$ cat src/rtl/dht11_uart_reporter.sv
// DHT11 frame to ASCII line reporter.
// Takes a completed 40-bit sensor frame and verifies its checksum. It then
// formats either "H:hhh.d T:ttt.d\r\n" or "ERR\r\n" and streams the line
// into a UART transmitter through a start/busy handshake.
module dht11_uart_reporter (
  input  logic        clk,
  input  logic        rst,
  input  logic        frame_valid,
  input  logic [39:0] frame,
  input  logic        tx_busy,
  output logic        tx_start,
  output logic [7:0]  tx_data,
  output logic        busy,
  output logic        csum_err,
  output logic [7:0]  drop_cnt
);

  typedef enum logic [2:0] {IDLE, CHECK, SEND, WAIT_HI, WAIT_LO} state_t;

  state_t      state;
  state_t      state_nxt;
  logic [39:0] frame_q;
  logic [7:0]  msg [17];
  logic [4:0]  idx;
  logic [4:0]  len;
  logic [7:0]  tx_data_q;
  logic [7:0]  sum;
  logic        sum_ok;

  // Decimal digit split of an 8-bit value, as ASCII characters.
  function automatic logic [7:0] hund_char(input logic [7:0] v);
    return 8'h30 + v / 8'd100;
  endfunction

  function automatic logic [7:0] tens_char(input logic [7:0] v);
    return 8'h30 + (v / 8'd10) % 8'd10;
  endfunction

  function automatic logic [7:0] unit_char(input logic [7:0] v);
    return 8'h30 + v % 8'd10;
  endfunction

  // Fractional byte shown as one digit; anything above 9 is clamped.
  function automatic logic [7:0] frac_char(input logic [7:0] v);
    return (v > 8'd9) ? 8'h39 : 8'h30 + v;
  endfunction

  assign sum    = frame_q[39:32] + frame_q[31:24] + frame_q[23:16] + frame_q[15:8];
  assign sum_ok = (sum == frame_q[7:0]);

  // State register.
  always_ff @(posedge clk) begin
    if (!rst) state <= IDLE;
    else      state <= state_nxt;
  end

  // Next-state logic for the byte-streaming handshake.
  always_comb begin
    state_nxt = state;
    case (state)
      IDLE:    if (frame_valid) state_nxt = CHECK;
      CHECK:   state_nxt = SEND;
      SEND:    if (!tx_busy) state_nxt = WAIT_HI;
      WAIT_HI: if (tx_busy) state_nxt = WAIT_LO;
      WAIT_LO: if (!tx_busy) state_nxt = (idx == len - 5'd1) ? IDLE : SEND;
      default: state_nxt = IDLE;
    endcase
  end

  // Outputs decoded from state; tx_data only changes on a start pulse.
  always_comb begin
    tx_start = (state == SEND) && !tx_busy;
    csum_err = (state == CHECK) && !sum_ok;
    busy     = (state != IDLE);
    tx_data  = tx_start ? msg[idx] : tx_data_q;
  end

  // Frame latch and message buffer load; frozen for the whole transmission.
  always_ff @(posedge clk) begin
    if (state == IDLE && frame_valid) frame_q <= frame;
    if (state == CHECK) begin
      if (sum_ok) begin
        msg[0]  <= 8'h48;
        msg[1]  <= 8'h3A;
        msg[2]  <= hund_char(frame_q[39:32]);
        msg[3]  <= tens_char(frame_q[39:32]);
        msg[4]  <= unit_char(frame_q[39:32]);
        msg[5]  <= 8'h2E;
        msg[6]  <= frac_char(frame_q[31:24]);
        msg[7]  <= 8'h20;
        msg[8]  <= 8'h54;
        msg[9]  <= 8'h3A;
        msg[10] <= hund_char(frame_q[23:16]);
        msg[11] <= tens_char(frame_q[23:16]);
        msg[12] <= unit_char(frame_q[23:16]);
        msg[13] <= 8'h2E;
        msg[14] <= frac_char(frame_q[15:8]);
        msg[15] <= 8'h0D;
        msg[16] <= 8'h0A;
      end else begin
        msg[0]  <= 8'h45;
        msg[1]  <= 8'h52;
        msg[2]  <= 8'h52;
        msg[3]  <= 8'h0D;
        msg[4]  <= 8'h0A;
      end
    end
  end

  // Byte index, message length and last transmitted byte.
  always_ff @(posedge clk) begin
    if (!rst) begin
      idx       <= 5'd0;
      len       <= 5'd0;
      tx_data_q <= 8'h00;
    end else begin
      if (state == CHECK) begin
        idx <= 5'd0;
        len <= sum_ok ? 5'd17 : 5'd5;
      end else if (state == WAIT_LO && !tx_busy && idx != len - 5'd1) begin
        idx <= idx + 5'd1;
      end
      if (tx_start) tx_data_q <= msg[idx];
    end
  end

  // Saturating count of frames that arrived while a message was in flight.
  always_ff @(posedge clk) begin
    if (!rst)                                              drop_cnt <= 8'd0;
    else if (frame_valid && state != IDLE && drop_cnt != 8'hFF) drop_cnt <= drop_cnt + 8'd1;
  end

endmodule

$ cat config.mk
export PLATFORM = sky130hd
export DESIGN_NAME = dht11_uart_reporter
export DESIGN_NICKNAME = d
export VERILOG_FILES = /design/src/rtl/dht11_uart_reporter.sv
export SDC_FILE = /design/constraint.sdc
export NUM_CORES = 1
export LEC_CHECK = 0
export CAP_MARGIN = 20
export CORE_MARGIN = 2
export CORE_UTILIZATION = 40
export CTS_BUF_LIST = sky130_fd_sc_hd__clkbuf_4 sky130_fd_sc_hd__clkbuf_8 sky130_fd_sc_hd__clkbuf_16
export CTS_CLUSTER_DIAMETER = 150
export CTS_CLUSTER_SIZE = 40
export DETAILED_ROUTE_END_ITERATION = 8
export PLACE_DENSITY_LB_ADDON = 0.05
export SLEW_MARGIN = 15
export SYNTH_ARGS = -nofsm -noshare
export SYNTH_HDL_FRONTEND = slang
export SYNTH_SLANG_ARGS = --single-unit
export TNS_END_PERCENT = 10
$ cat constraint.sdc
create_clock -name clk -period 8.96 [get_ports clk]
set_input_delay 2.24 -clock clk [delete_from_list [all_inputs] [get_ports clk]]
set_output_delay 2.24 -clock clk [all_outputs]
set_load 0.005 [all_outputs]
==> metrics.cfg, run 1 <==
[global_routing]
overflow = 0
antenna_found_initial = 0
grt_max_degree = 44
grt_pass1_wl_mm = 27.1
grt_pass1_vias = 5267
grt.total_usage_pct = 17.5

[timing]
rsz0062_at_grt = false
relSlewSlack_pct = 31.5
finalHoldViolations = 0
fmax_mhz = 151
period_share_pct = 73.9
worstMarginPinSlew_ps = 1030
fin_skew_ps = 11.3
layout_min_cycle_time_ps = 6620
slew_violations = 0
finalSetupTns_ps = 0
setup_viol = 0

[clocking]
cts_resized = 0
clockBufferDepth = 2
clk_pin_slew_ps = 60
cts_buffers = 17
htreeDepth = 4
cts_root_buf = clkbuf_16
post_cts_buffers = 0
cts_tree = built
clock_latency_ps = 420
hold_buffers = 0
cts_num_sinks = 126

[routing]
via_per_inst = 5.35
route.detailed.drc = 0
wire_per_inst_um = 16.1
drtAntennaViolNets = 0
vias = 5534
drtIter0Drc = 383
drt-total-wl_mm = 16.6
drtPass1Iterations = 5

[synthesis]
yosys_warnings = 0
synth_top_area_share_pct = 30.1
syn_inst = 740
ys_ff_latch = 126
ys.flop_type = edfxtp_1
synth_edf_count = 74
seq_area_frac_synth_pct = 44.2
syn_area_mm2 = 0.00738
syn_area_per_cell_um2 = 9.97
synth_area_leaders = edfxtp_1 (30%), dfxtp_1 (14%), ha_1 (4.2%)
ys_async_sr_fraction_pct = 0
yosys.area.top_type = edfxtp_1
synth_cell_types = 87

[pwr]
p_leak_nw = 3.28
vdd_drop_max_mv = 0.153
total_power_mw = 1.77
power_density_mw_per_mm2 = 201

[worst_setup_path]
crit_path_frequent_cell = clkdlybuf4s50_1
path_max_fanout = 11
critPathCaptureType = output port
critPathRequiredTime_ps = 6720
path_depth = 6
cp_top_family = simple AND/OR/NAND/NOR gates
crit_chain = clkdlybuf4s50_1 -> nand2b_1 -> or3_1 -> nor2_1 -> a22o_1 -> clkdlybuf4s50_1
path_class = in -> out
crit_end = tx_data[7]
crit_buf_inv = 2
slowest_delay_ps = 510
ff2ff_setup_slack_ps = 4100
r2r_start = frame_q[18]$_DFFE_PP_
critPathLaunchType = input pin
regToRegEndpoint = msg[3][3]$_SDFFE_PP1P_
critPathSlowestCell = clkdlybuf4s50_1
r2r_cells = 13
crit_arrival_ps = 4380
critPathLaunch = tx_busy

[run_status]
outcome = finished, final reports clean

[cells_and_area]
drive_above_1_share_pct = 8.20
antenna_cells = 0
final_core_utilization_pct = 48.8
area_growth_pct = 19.3
design_area_mm2 = 0.00880
nets = 875

[die]
num_io_pins = 63
core_area_mm2 = 0.0180
start_util_pct = 40.9
die_w_um = 140
die_h_um = 140
rows = 49
die_area_mm2 = 0.0196

[placement]
port_buffers = 62
dpl-instance-area_mm2 = 0.00817
place.gp.congestion = 0.825
hpwlAfterDp_mm = 12.1

[hold_path]
hold_path.class = reg -> reg

[run]
drv_cap = 0

## cells in the final DEF, fill, tap and decap left out, drive strengths merged, types with 9 or more instances in the layout
| master | instances |
|---|---|
| edfxtp | 74 |
| clkdlybuf4s50 | 62 |
| nand2 | 61 |
| o21ai | 53 |
| dfxtp | 52 |
| nor2 | 50 |
| inv | 45 |
| a21oi | 34 |
| xnor2 | 29 |
| clkbuf | 26 |
| ha | 25 |
| and2 | 23 |
| xor2 | 15 |
| nand3 | 14 |
| nand2b | 14 |
| fa | 14 |
| or3 | 12 |
| nor3 | 10 |
| a22o | 10 |
| conb | 10 |
| o211ai | 10 |
| mux2 | 9 |
## synth_stat cells (15+ instances only)
master / number
edfxtp_1: 74
nand2_1: 59
dfxtp_1: 52
nor2_1: 50
o21ai_0: 50
inv_1: 42
a21oi_1: 33
clkbuf_1: 30
xnor2_1: 29
ha_1: 25
and2_1: 22
xor2_1: 15
## registers in the layout, indices dropped and copies added, names as in the netlist, named ones only
register / cells
state: 3
frame_q: 40
len: 3
msg: 54
idx: 5
tx_data_q: 8
drop_cnt: 8
## worst min path at each step
| stage | from | end | slack [ps] | cells after the start |
|---|---|---|---|---|
| 2_1_floorplan | msg[2][0]$_SDFFE_PP0P_ | msg[2][0]$_SDFFE_PP0P_ | 420 | 2 |
| 3_3_place_gp | msg[4][4]$_SDFFE_PP0P_ | msg[4][4]$_SDFFE_PP0P_ | 440 | 2 |
| 3_5_place_dp | msg[4][4]$_SDFFE_PP0P_ | msg[4][4]$_SDFFE_PP0P_ | 450 | 2 |
| 4_1_cts | msg[4][4]$_SDFFE_PP0P_ | msg[4][4]$_SDFFE_PP0P_ | 460 | 2 |
| 5_1_grt | msg[4][4]$_SDFFE_PP0P_ | msg[4][4]$_SDFFE_PP0P_ | 490 | 2 |
| 6_report | msg[4][4]$_SDFFE_PP0P_ | msg[4][4]$_SDFFE_PP0P_ | 450 | 2 |
## cells by family after synthesis
family	count (synthesis)	share of synthesized area, %
and+or+nand+nor	233	16.5
xor gates and xnor gates	44	5.22
DFF	126	44.2
adders and majority gates	39	8.04
buffers and inverters	86	4.73
other	2	0.102
muxes	18	2.76
AOI/OAI and AO/OA	192	18.5
## where the power goes
part	switching [mW]	internal (mW)	leakage, nW
combinational	0.202	0.188	1.84
clock	0.252	0.444	0.312
sequential	0.0374	0.647	1.13
## metrics by stage
| step | hold WS, ps | worst slack, ps | std cells |
|---|---|---|---|
| 2_1_floorplan | 421 | 3530 | 748 |
| 3_3_place_gp | 441 | 2440 | 1001 |
| 3_5_place_dp | 448 | 2360 | 1001 |
| 4_1_cts | 458 | 2310 | 1033 |
| 5_1_grt | 486 | 2080 | 1034 |
| 6_report | 451 | 2340 | 1034 |
## final cells by class
| cell class | count | area, um^2 |
|---|---|---|
| Fill cell | 1672 | 9220 |
| Clock inverter | 6 | 37.5 |
| Tap cell | 229 | 287 |
| Sequential cell | 126 | 3260 |
| Timing Repair Buffer | 66 | 663 |
| Multi-Input combinational cell | 536 | 3800 |
| Clock buffer | 26 | 576 |
| Inverter | 45 | 170 |
## worst min-delay path, stage by stage, from the launching register on
cell,delay [ps]
dfxtp_1,310
nand2_1,50
nand2_1,40
## layer usage
| layer | track usage [%] | up-vias | routed length (um) |
|---|---|---|---|
| met5 | 0 | - | 0 |
| met4 | 6.32 | 0 | 357 |
| met3 | 3.99 | 22 | 719 |
| met2 | 26.5 | 156 | 7550 |
| met1 | 24.5 | 2572 | 7980 |
| li1 | - | 2784 | - |
Power figures use the tool's default switching activity.
==> run 2: changes to the inputs <==
==> constraint.sdc (replaced) <==
create_clock -name clk -period 5.95 [get_ports clk]
set_input_delay 1.4875 -clock clk [delete_from_list [all_inputs] [get_ports clk]]
set_output_delay 1.4875 -clock clk [all_outputs]
set_load 0.005 [all_outputs]
==> run 2 against run 1 <==
Worst hold slack got worse by 0.93 ps. Cell count rose by 0.58%. Global-route usage increased by 0.26 points. Largest power group is now sequential cells. Register-to-register slack lost 2700 ps.
==> metrics.cfg, run 2 (synthesis gave the netlist of run 1 again) <==
[run_status]
outcome = finished, final reports clean

[worst_setup_path]
critPathLaunchType = flop
crit_path_frequent_cell = fa_1
path_class = reg -> out
r2r_cells = 14  ; +1
r2r_start = frame_q[17]$_DFFE_PP_
slowest_delay_ps = 530  ; +20 ps
critPathSlowestCell = fa_1
crit_buf_inv = 2  ; unchanged
regToRegEndpoint = msg[12][5]$_DFFE_PP_
path_max_fanout = 5  ; -6
critPathCaptureType = output port
crit_arrival_ps = 4230  ; -150 ps
cp_top_family = adder cells
crit_chain = fa_1 -> fa_1 -> ha_1 -> inv_1 -> fa_1 -> nand3b_1 -> nand2_1 -> a21o_1 -> a21oi_1 -> xnor2_1 -> nor3_1 -> nor2_1 -> clkdlybuf4s50_1
critPathRequiredTime_ps = 4460  ; -2260 ps
ff2ff_setup_slack_ps = 1350  ; -2750 ps

[clocking]
clock_latency_ps = 410  ; about the same
cts_buffers = 17  ; unchanged
cts_num_sinks = 126  ; unchanged
htreeDepth = 4  ; unchanged
cts_tree = built
clk_pin_slew_ps = 60  ; about the same
clockBufferDepth = 2  ; unchanged
cts_root_buf = clkbuf_16

[timing]
rsz0062_at_grt = false
setup_viol = 0  ; unchanged
slew_violations = 0  ; unchanged
fin_skew_ps = 5.67  ; -5.67 ps
relSlewSlack_pct = 31.9  ; +0.33 points
period_share_pct = 96.2
finalSetupTns_ps = 0  ; unchanged
fmax_mhz = 175
fin_ws_ps = 228  ; -2110 ps
layout_min_cycle_time_ps = 5720
finalHoldViolations = 0  ; unchanged
worstMarginPinSlew_ps = 1010  ; -17.3 ps

[hold_path]
hold_path.class = reg -> reg
holdPathStages = 2  ; unchanged
hold_end = msg[4][4]$_SDFFE_PP0P_
min_from = msg[4][4]$_SDFFE_PP0P_

[pwr]
power_frac_clock_pct = 38.2  ; -1.1 points
p_leak_nw = 3.30  ; +0.64%
vdd_drop_max_mv = 0.206  ; +34%
internal-power_mw = 1.90  ; +48%
seq_power_share_pct = 38.6  ; about the same
total_power_mw = 2.65  ; +49%
power_density_mw_per_mm2 = 299  ; +49%
p_sw_share_pct = 28.3  ; +0.52 points
p_comb_share_pct = 23.2  ; +1.2 points
p_sw_mw = 0.748  ; +52%

[routing]
drtAntennaViolNets = 0  ; unchanged
drtPass1Iterations = 5  ; unchanged
drt-total-wl_mm = 16.9  ; +2.0%
route.detailed.drc = 0  ; unchanged
drtIter0Drc = 400  ; +4.4%
via_per_inst = 5.36  ; +0.12%
wire_per_inst_um = 16.3  ; +1.5%
vias = 5573  ; +0.70%

[placement]
preCtsSetupSlack_ps = 579  ; -1780 ps
port_buffers = 62  ; unchanged
dpl-instance-area_mm2 = 0.00824  ; +0.86%
hpwlAfterDp_mm = 12.5  ; +2.9%
place.gp.congestion = 0.827  ; +0.23%

[cells_and_area]
reg_top3 = msg: 54 flops, frame_q: 40 flops
nets = 881  ; +0.69%
final_cell_mix = edfxtp_1 (74), clkdlybuf4s50_1 (62), nand2_1 (59)
area_growth_pct = 19.8
final_common_cell = edfxtp_1
design_area_mm2 = 0.00884  ; +0.41%
drive_above_1_share_pct = 8.88  ; +0.68 points
largest_reg_flops = 54  ; unchanged
regMostFlops = msg
antenna_cells = 0  ; unchanged

[global_routing]
overflow = 0  ; unchanged
grt_pass1_vias = 5435  ; +3.2%
grt_pass1_wl_mm = 27.7  ; +2.3%
grt.total_usage_pct = 17.8  ; +0.26 points
grt_max_degree = 39  ; -11%
antenna_found_initial = 0  ; unchanged

[die]
num_io_pins = 63  ; unchanged
core_area_mm2 = 0.0180  ; unchanged
die_w_um = 140  ; unchanged
die_area_mm2 = 0.0196  ; unchanged
rows = 49  ; unchanged
start_util_pct = 40.9  ; unchanged
die_h_um = 140  ; unchanged

[run]
drv_cap = 0  ; unchanged

-- run 2: cell count changes in the layout (fill, tap and decap cells not counted) --
cell	before	now
clkinv_2	3	4
inv_4	3	1
clkbuf_16	21	20
clkbuf_4	3	4
clkbuf_8	2	1
buf_4	3	8
clkinv_4	1	3
buf_12	1	2
-- run 2: power by group through the flow --
stage | sequential, mW | combinational [mW] | clock, mW
after CTS | 1.02 | 0.615 | 1.04
after global placement | 1.04 | 0.589 | 0
final | 1.02 | 0.613 | 1.01
after floorplan | 1.01 | 0.477 | 0
after global routing | 1.03 | 0.691 | 1.07
after detailed placement | 1.04 | 0.609 | 0
-- run 2: timing repair --
item                                    in CTS  in global routing
gates resized for setup                      0                  0
hold buffers                                 0                  0
buffers inserted                             0                  1
endpoints found under the setup margin       0                  1
-- run 2: worst max-delay path by stage --
| stage | start | end | slack [ps] | cells past startpoint |
|---|---|---|---|---|
| 2_1_floorplan | frame_q[17]$_DFFE_PP_ | msg[10][0]$_DFFE_PP_ | 1420 | 12 |
| 3_3_place_gp | frame_q[18]$_DFFE_PP_ | csum_err | 630 | 10 |
| 3_5_place_dp | frame_q[18]$_DFFE_PP_ | csum_err | 580 | 12 |
| 4_1_cts | frame_q[18]$_DFFE_PP_ | csum_err | 70 | 12 |
| 5_1_grt | frame_q[17]$_DFFE_PP_ | csum_err | 20 | 13 |
| 6_report | frame_q[17]$_DFFE_PP_ | csum_err | 230 | 13 |
-- run 2: tightest hold or removal path, cell delays in order, from the launching register on --
cell	delay, ps
dfxtp_1	310
nand2_1	50
nand2_1	40
-- run 2: cell type report --
class | count | area (um^2)
multi-input combinational | 536 | 3800
clock buffer | 25 | 544
tap | 229 | 287
sequential | 126 | 3260
timing repair buffer | 72 | 721
clock inverter | 7 | 47.5
inverter | 45 | 170
fill | 1655 | 9190
-- run 2: routing by layer --
metal	wire, um	part of all wire (%)	track usage [%]
met1	8090	48	24.2
met2	7930	47	28.0
met3	751	4.4	4.58
met4	167	0.99	5.11
met5	0	0	0
-- run 2: through the flow --
stage	std cells	util, %	hold slack, ps
2_1_floorplan	748	-	421
3_3_place_gp	1006	45.6	433
3_5_place_dp	1007	45.7	439
4_1_cts	1039	49.0	449
5_1_grt	1040	49.0	474
6_report	1040	49.0	451
==> run 3: changes to the inputs <==
--- a/config.mk
+++ b/config.mk
@@ -13,6 +13,7 @@
 export CTS_CLUSTER_SIZE = 40
 export DETAILED_ROUTE_END_ITERATION = 8
 export PLACE_DENSITY_LB_ADDON = 0.05
+export RECOVER_POWER = 25
 export SLEW_MARGIN = 15
 export SYNTH_ARGS = -nofsm -noshare
 export SYNTH_HDL_FRONTEND = slang
==> run 3 against run 2 <==
Global-route usage unchanged. Power decreased by 0.26%. Critical path depth unchanged. Largest cell class unchanged.
==> metrics.cfg, run 3 (synthesis gave the netlist of run 1 again) <==
[routing]
vias = 5601  ; +0.50%
wl_met3_um = 759  ; +1.1%
drt-total-wl_mm = 16.9  ; about the same
wl_met1_mm = 8.07  ; -0.35%
wire_per_inst_um = 16.3  ; about the same
route.detailed.drc = 0  ; unchanged
top_layer = met4
drtPass1Iterations = 5  ; unchanged
via_per_inst = 5.39  ; +0.50%
drtAntennaViolNets = 0  ; unchanged
dr_wl_met2_mm = 7.94  ; +0.13%
drtIter0Drc = 383  ; -4.3%

[die]
die_h_um = 140  ; unchanged
die_area_mm2 = 0.0196  ; unchanged
num_io_pins = 63  ; unchanged
rows = 49  ; unchanged
start_util_pct = 40.9  ; unchanged
core_area_mm2 = 0.0180  ; unchanged
die_w_um = 140  ; unchanged

[timing]
worstMarginPinSlew_ps = 1010  ; unchanged
rsz0062_at_grt = false
fmax_mhz = 174  ; -0.18%
layout_min_cycle_time_ps = 5730  ; +10.5 ps
finalHoldViolations = 0  ; unchanged
slew_violations = 0  ; unchanged
setup_viol = 0  ; unchanged
relSlewSlack_pct = 31.9  ; unchanged
finalSetupTns_ps = 0  ; unchanged
fin_skew_ps = 5.17  ; -0.503 ps
period_share_pct = 96.3  ; +0.18 points

[clocking]
clock_latency_ps = 410  ; about the same
cts_resized = 0  ; unchanged
cts_buffers = 17  ; unchanged
clk_pin_slew_ps = 60  ; about the same
clockBufferDepth = 2  ; unchanged
hold_buffers = 0  ; unchanged
cts_root_buf = clkbuf_16
htreeDepth = 4  ; unchanged
cts_num_sinks = 126  ; unchanged
cts_tree = built
post_cts_buffers = 0  ; unchanged

[worst_setup_path]
cp_top_family = adder cells
path_class = reg -> out
crit_chain = fa_1 -> fa_1 -> ha_1 -> inv_1 -> fa_1 -> nand3b_1 -> nand2_1 -> a21o_1 -> a21oi_1 -> xnor2_1 -> nor3_1 -> nor2_1 -> clkdlybuf4s50_1
critPathRequiredTime_ps = 4460  ; about the same
crit_arrival_ps = 4250  ; +20 ps
critPathSlowestCell = fa_1
r2r_cells = 14  ; unchanged
critPathCaptureType = output port
path_depth = 13  ; unchanged
crit_path_frequent_cell = fa_1
critPathLaunchType = flop
slowest_delay_ps = 530  ; about the same
crit_buf_inv = 2  ; unchanged
path_max_fanout = 5  ; unchanged

[run_status]
outcome = finished, final reports clean

[hold_path]
hold_path.class = reg -> reg
holdPathStages = 2  ; unchanged

[global_routing]
grt_pass1_vias = 5435  ; unchanged
grt_pass1_wl_mm = 27.7  ; unchanged
antenna_found_initial = 0  ; unchanged
grt_max_degree = 39  ; unchanged
overflow = 0  ; unchanged
grt.total_usage_pct = 17.8  ; unchanged

[pwr]
power_frac_clock_pct = 38.2  ; about the same
internal-power_mw = 1.89  ; -0.28%
seq_power_share_pct = 38.7  ; about the same
p_sw_mw = 0.747  ; -0.18%
p_comb_share_pct = 23.0  ; -0.2 points
vdd_drop_max_mv = 0.206  ; about the same
p_sw_share_pct = 28.3  ; about the same
p_leak_nw = 3.30  ; about the same
power_density_mw_per_mm2 = 299  ; -0.21%

[placement]
hpwlAfterDp_mm = 12.5  ; unchanged
port_buffers = 62  ; unchanged
place.gp.congestion = 0.827  ; unchanged

[cells_and_area]
largest_reg_flops = 54  ; unchanged
antenna_cells = 0  ; unchanged
final_core_utilization_pct = 49.0  ; about the same
reg_top3 = msg: 54 flops, frame_q: 40 flops
drive_above_1_share_pct = 8.63  ; -0.25 points
final_common_cell = edfxtp_1
nets = 881  ; unchanged
regMostFlops = msg
area_growth_pct = 19.7  ; about the same
final_cell_mix = edfxtp_1 (74), nand2_1 (59), dfxtp_1 (52)

[run]
drv_cap = 0  ; unchanged

run 3: per-layer routing:
layer	global-route usage, %	vias to the layer above
li1	-	2789
met1	24.2	2654
met2	28.0	145
met3	4.58	13
met4	5.11	0
met5	0	-
run 3: worst min-delay path: stages, from the launching register on:
cell and delay, ps:
dfxtp_1 310, nand2_1 50, nand2_1 40
run 3: per-stage QoR:
step                total power [mW]  cells  hold WS, ps  area [um^2]  setup WS (ps)
finish                          2.64   1040          450         8830            217
detailed placement              1.65   1007          439         8240            579
global route                    2.79   1040          474         8830           11.2
global placement                1.63   1006          433         8220            626
floorplan                       1.49    748          421         7410           1420
CTS                             2.67   1039          449         8830           69.2
run 3: area by class of cell:
class / instances / area [um^2]
fillers: 1655 / 9190
multi-input cells: 536 / 3800
flip-flops and latches: 126 / 3260
repair buffers: 72 / 717
clock buffers: 25 / 544
well taps: 229 / 287
inverters: 45 / 170
clock inverters: 7 / 47.5
run 3: final timing paths:
path | slack, ps | startpoint | to
worst min-delay path | 450 | msg[4][4]$_SDFFE_PP0P_ | msg[4][4]$_SDFFE_PP0P_
worst max register to register | 1350 | frame_q[17]$_DFFE_PP_ | msg[11][5]$_DFFE_PP_
worst min register to register | 450 | msg[4][4]$_SDFFE_PP0P_ | msg[4][4]$_SDFFE_PP0P_
worst max-delay path | 220 | frame_q[17]$_DFFE_PP_ | csum_err
run 3: power by group through the flow:
stage	logic [mW]	clock network, mW	registers, mW
final	0.608	1.01	1.02
after global routing	0.685	1.07	1.03
after CTS	0.615	1.04	1.02
after detailed placement	0.609	0	1.04
after global placement	0.589	0	1.04
after floorplan	0.477	0	1.01
==> RTL change 1 (config.mk and constraints of run 3) <==
Encoding of `state_t`: now one-hot (5 bits for 5 states).
--- a/src/rtl/dht11_uart_reporter.sv
+++ b/src/rtl/dht11_uart_reporter.sv
@@ -17,3 +17,3 @@
 
-  typedef enum logic [2:0] {IDLE, CHECK, SEND, WAIT_HI, WAIT_LO} state_t;
+  typedef enum logic [4:0] {IDLE = 5'b00001, CHECK = 5'b00010, SEND = 5'b00100, WAIT_HI = 5'b01000, WAIT_LO = 5'b10000} state_t;
 
Formal check against the unedited RTL: no difference found for any inputs over 4 cycles, from zero or initial values and one cycle with rst low; so few cycles prove little.
==> RTL change 1 against run 3 <==
  * The flow now finishes with violations (DRC)
  * Sequential cell count rose by 2
  * Routed wire length increased by 1.5%
  * Area after synthesis up 0.31%
  * Non-clock buffer count stayed put
  * Fmax increased by 0.34%
  * Cell area is essentially flat
  * Worst setup slack gained 0.020 ns
  * Highest routed layer unchanged
Power is not compared: it rests on default switching activity, and its combinational part moved more than twofold at a synthesized area within 25%.
==> RTL change 1: results (changes against run 3) <==
Outcome
  • Outcome: complete, but fails checks
  • Violated checks: DRC

Final layout
  • Largest regs: msg (54), frame_q (40)
  • # nets final: 878 (-0.34%)
  • FILL cells: 1,685 (+1.8%)
  • Final std cells w/o fill: 1,038 (-0.19%)

Global routing
  • GR Util All Layers: 0.180 (+0.00273)
  • First-pass GRT wire length: 28.0 mm (+1.2%)
  • Largest net degree at the start of global routing: 49 (+26%)
  • Vias in the first global route: 5,526 (+1.7%)

Synthesis
  • Synth unique cells: 89 (+2.3%)
  • Sequential fraction of the synthesis area: 0.446 (+0.00406)
  • Mapped Avg Cell Area: 10.1 µm² (+1.4%)
  • Synth Warn #: 0 (unchanged)
  • Most common flop cell mapped by yosys: edfxtp_1
  • Synth top cells by count: edfxtp_1 (74), nand2_1 (67), dfxtp_1 (54)
  • Top post-synthesis cells by area: edfxtp_1 (30%), dfxtp_1 (15%), ha_1 (4.1%), fa_1 (3.8%), xnor2_1 (3.5%)

Worst setup path
  • Crit Path Max Fanout: 11 (+6)
  • Critical R2R Launch: frame_q[39]$_DFFE_PP_
  • Reg2reg setup slack: 1.67 ns (+0.32 ns)
  • Reg2reg end: msg[3][6]$_SDFFE_PP0P_
  • Worst reg2reg path depth: 16 (+2)
  • Max incr delay on CP: 0.60 ns (+0.07 ns)
  • Arrival @ worst endpoint: 4.23 ns (-0.02 ns)

Placed design
  • Dpl hpwl: 12.5 mm (+0.33%)
  • GPL Wtd Cong: 0.827 (about the same)
  • Placement Cell Area: 8220 µm² (-0.21%)

Drt
  • Initial DRC Count: 365 (-4.7%)
  • Met2 WL post-DR: 8.27 mm (+4.1%)
  • Met1 WL: 7.85 mm (-2.6%)
  • DRC Markers: 5 (+5)
  • Pre-antenna DRT Iters: 9 (+4)
  • Via-to-Cell Ratio: 5.39 (+0.16%)
  • Drt wl/cell: 16.6 µm (+1.7%)
  • DR WL met3: 717 µm (-5.5%)

Timing
  • Slew @ Worst Pin: 0.854 ns (-0.154 ns)
  • Hold Worst Slack: 0.440 ns (-0.0107 ns)

Hold path
  • Hold EP: msg[3][0]$_SDFFE_PP1P_
  • Hold path startpoint: msg[3][0]$_SDFFE_PP1P_

Power and ir drop
  • Leak: 3.25 nW
[RTL change 1: cell types whose count changed after synthesis, sizes merged, moves of 6 or more]
cell    delta
o22a       -6
clkbuf     -9
nand2      +7
o211ai     -6
or3        -8
[RTL change 1: area by class of cell]
| type | count | area [µm²] | share of cell area |
|---|---|---|---|
| sequential | 128 | 3300 | 0.374 |
| clock buffer | 17 | 425 | 0.0482 |
| multi-input combinational | 533 | 3820 | 0.432 |
| tap | 229 | 287 | 0.0325 |
| clock inverter | 15 | 121 | 0.0138 |
| inverter | 44 | 165 | 0.0187 |
| timing repair buffer | 72 | 708 | 0.0802 |
[RTL change 1: logic make-up after synthesis]
family,count (synthesis),synth area share
other cells,2,0.00101
compound gates,187,0.182
buf+inv,79,0.0451
mux,19,0.0282
fa+ha+maj,41,0.0825
xor+xnor,50,0.0592
flops,128,0.446
simple gates,226,0.156
[RTL change 1: worst max path at each step]
| stage | start | end |
|---|---|---|
| after global routing | frame_q[17]$_DFFE_PP_ | csum_err |
| after detailed placement | frame_q[19]$_DFFE_PP_ | csum_err |
| after CTS | frame_q[17]$_DFFE_PP_ | csum_err |
| after global placement | frame_q[19]$_DFFE_PP_ | csum_err |
| final | frame_q[9]$_DFFE_PP_ | csum_err |
| after floorplan | frame_q[17]$_DFFE_PP_ | csum_err |
[RTL change 1: where the power goes]
part | switching, mW | internal (mW) | leakage [nW] | total (mW)
Sequential | 0.122 | 1.07 | 1.13 | 1.19
Clock | 0.392 | 0.567 | 0.244 | 0.960
Combinational | 0.709 | 0.597 | 1.88 | 1.31
Total | 1.22 | 2.24 | 3.25 | 3.46
[RTL change 1: metal layers]
layer,track usage,vias up
li1,-,2777
met1,0.228,2637
met2,0.303,152
met3,0.0407,33
met4,0.0670,0
met5,0,-
[RTL change 1: worst min-delay path: cells and delay by family, from the launching register on]
family / cells / cell delay, ns
simple gates: 2 / 0.09
flops: 1 / 0.31
[RTL change 1: what timing repair did]
item | in CTS | in global routing
setup endpoints to repair | 1 | 1
resized for setup | 1 | 2
buffers inserted | 1 | 3
[RTL change 1: per-stage QoR]
step	setup WS [ns]	power, mW
after CTS	0.0216	3.48
after detailed placement	0.385	2.50
after global routing	0.0242	3.73
after global placement	0.477	2.46
after floorplan	1.13	2.20
final	0.237	3.46
==> RTL change 2 (settings of run 3) <==
Made on the original files. Reset style: asynchronous (`rst`), changed in 3 clocked blocks.
--- a/src/rtl/dht11_uart_reporter.sv
+++ b/src/rtl/dht11_uart_reporter.sv
@@ -51,3 +51,3 @@
   // State register.
-  always_ff @(posedge clk) begin
+  always_ff @(posedge clk or negedge rst) begin
     if (!rst) state <= IDLE;
@@ -110,3 +110,3 @@
   // Byte index, message length and last transmitted byte.
-  always_ff @(posedge clk) begin
+  always_ff @(posedge clk or negedge rst) begin
     if (!rst) begin
@@ -127,3 +127,3 @@
   // Saturating count of frames that arrived while a message was in flight.
-  always_ff @(posedge clk) begin
+  always_ff @(posedge clk or negedge rst) begin
     if (!rst)                                              drop_cnt <= 8'd0;
Function: differs if rst is asserted again (counterexample within 4 cycles, from zero or initial values and one cycle with rst low); with rst held inactive, the same outputs for 4 cycles.
==> RTL change 2 against run 3 <==
  * Worst setup slack gained 0.0038 ns
  * Area after synthesis shrank 1.6%
  * Cell area is 1.2% lower
  * Die area shrank 1.5%
  * Sequential cell count is 5 lower
  * Routed wire length is essentially flat
Power is not compared: it rests on default switching activity, and its combinational part moved more than twofold at a synthesized area within 25%.
==> RTL change 2: results (changes against run 3) <==
Hold path
  • Hold path startpoint: msg[4][6]$_SDFFE_PP0P_

Placed design
  • GPL Wtd Cong: 0.826 (-0.18%)
  • Placed cell count: 989 (-1.8%)
  • Dpl hpwl: 12.5 mm (+0.55%)
  • Place WS: 0.592 ns (+0.0128 ns)
  • Placement Cell Area: 8140 µm² (-1.2%)

Synthesis
  • Fraction of the mapped netlist area in compound gates: 0.180 (-0.00500)
  • Synth unique cells: 85 (-2.3%)
  • Asr flop ratio synth: 0.223 (+0.223)
  • Post-synthesis xor/xnor area fraction: 0.0555 (+0.00324)
  • Adder-cell share of the synthesized area: 0.0841 (+0.00368)
  • Sequential fraction of the synthesis area: 0.454 (+0.0118)
  • Post-synthesis mux area share: 0.0241 (-0.00352)
  • Post-Synthesis Cells: 716 (-3.2%)

Global routing
  • Largest net degree at the start of global routing: 41 (+5.1%)
  • Vias in the first global route: 5,431 (-0.074%)

Outcome
  • Outcome: complete, no violations

Timing
  • Layout Skew: 0.0106 ns (+0.00538 ns)

Worst setup path
  • Worst reg2reg path depth: 16 (+2)
  • Reg2reg setup slack: 1.27 ns (-0.08 ns)
  • Max incr delay on CP: 0.55 ns (+0.02 ns)
  • Arrival @ worst endpoint: 4.24 ns (about the same)
  • Reg2reg end: msg[3][5]$_SDFFE_PP0P_
  • Crit Path Max Fanout: 7 (+2)

Final layout
  • FILL cells: 1,674 (+1.1%)
  • Share of cells above drive strength 1: 0.0947 (+0.00838)

Drt
  • Via Count: 5,492 (-1.9%)
  • Initial DRC Count: 454 (+19%)
## RTL change 2: worst max-delay path by stage
| stage | from | end | slack [ns] | depth (start not counted) |
|---|---|---|---|---|
| 2_1_floorplan | frame_q[17]$_DFFE_PP_ | csum_err | 1.29 | 12 |
| 4_1_cts | frame_q[17]$_DFFE_PP_ | csum_err | 0.12 | 14 |
| 3_5_place_dp | tx_busy | tx_data[3] | 0.59 | 6 |
| 5_1_grt | frame_q[18]$_DFFE_PP_ | csum_err | 0.0003 | 14 |
| 6_report | frame_q[17]$_DFFE_PP_ | csum_err | 0.22 | 15 |
| 3_3_place_gp | tx_busy | tx_data[3] | 0.67 | 6 |
## RTL change 2: logic make-up (layout without fill, tap and decap cells)
| kind of cell | after synthesis | after routing |
|---|---|---|
| xor+xnor | 46 | 46 |
| buf+inv | 84 | 152 |
| other cells | 2 | 10 |
| fa+ha+maj | 41 | 41 |
| simple gates | 220 | 220 |
| mux | 16 | 16 |
| compound gates | 186 | 186 |
| flops | 121 | 121 |
## RTL change 2: metal layers
layer,share of wire,vias to the layer above,global-route usage
met2,0.48,134,0.298
met5,0,-,0
met4,0.016,0,0.0553
met3,0.042,22,0.0435
met1,0.46,2617,0.243
li1,-,2719,-
## RTL change 2: layout make-up
type                    count  area share
multi-input cells         519       0.422
inverters                  48      0.0207
repair buffers             72      0.0797
clock inverters            15      0.0179
flip-flops and latches    121       0.378
well taps                 229      0.0328
clock buffers              17      0.0488
## RTL change 2: power groups by stage
stage	registers, mW	clock network (mW)	logic [mW]
5_1_grt	1.21	1.07	1.59
2_1_floorplan	1.13	0	1.08
4_1_cts	1.19	1.04	1.43
3_3_place_gp	1.20	0	1.40
3_5_place_dp	1.20	0	1.42
6_report	1.19	1.00	1.42
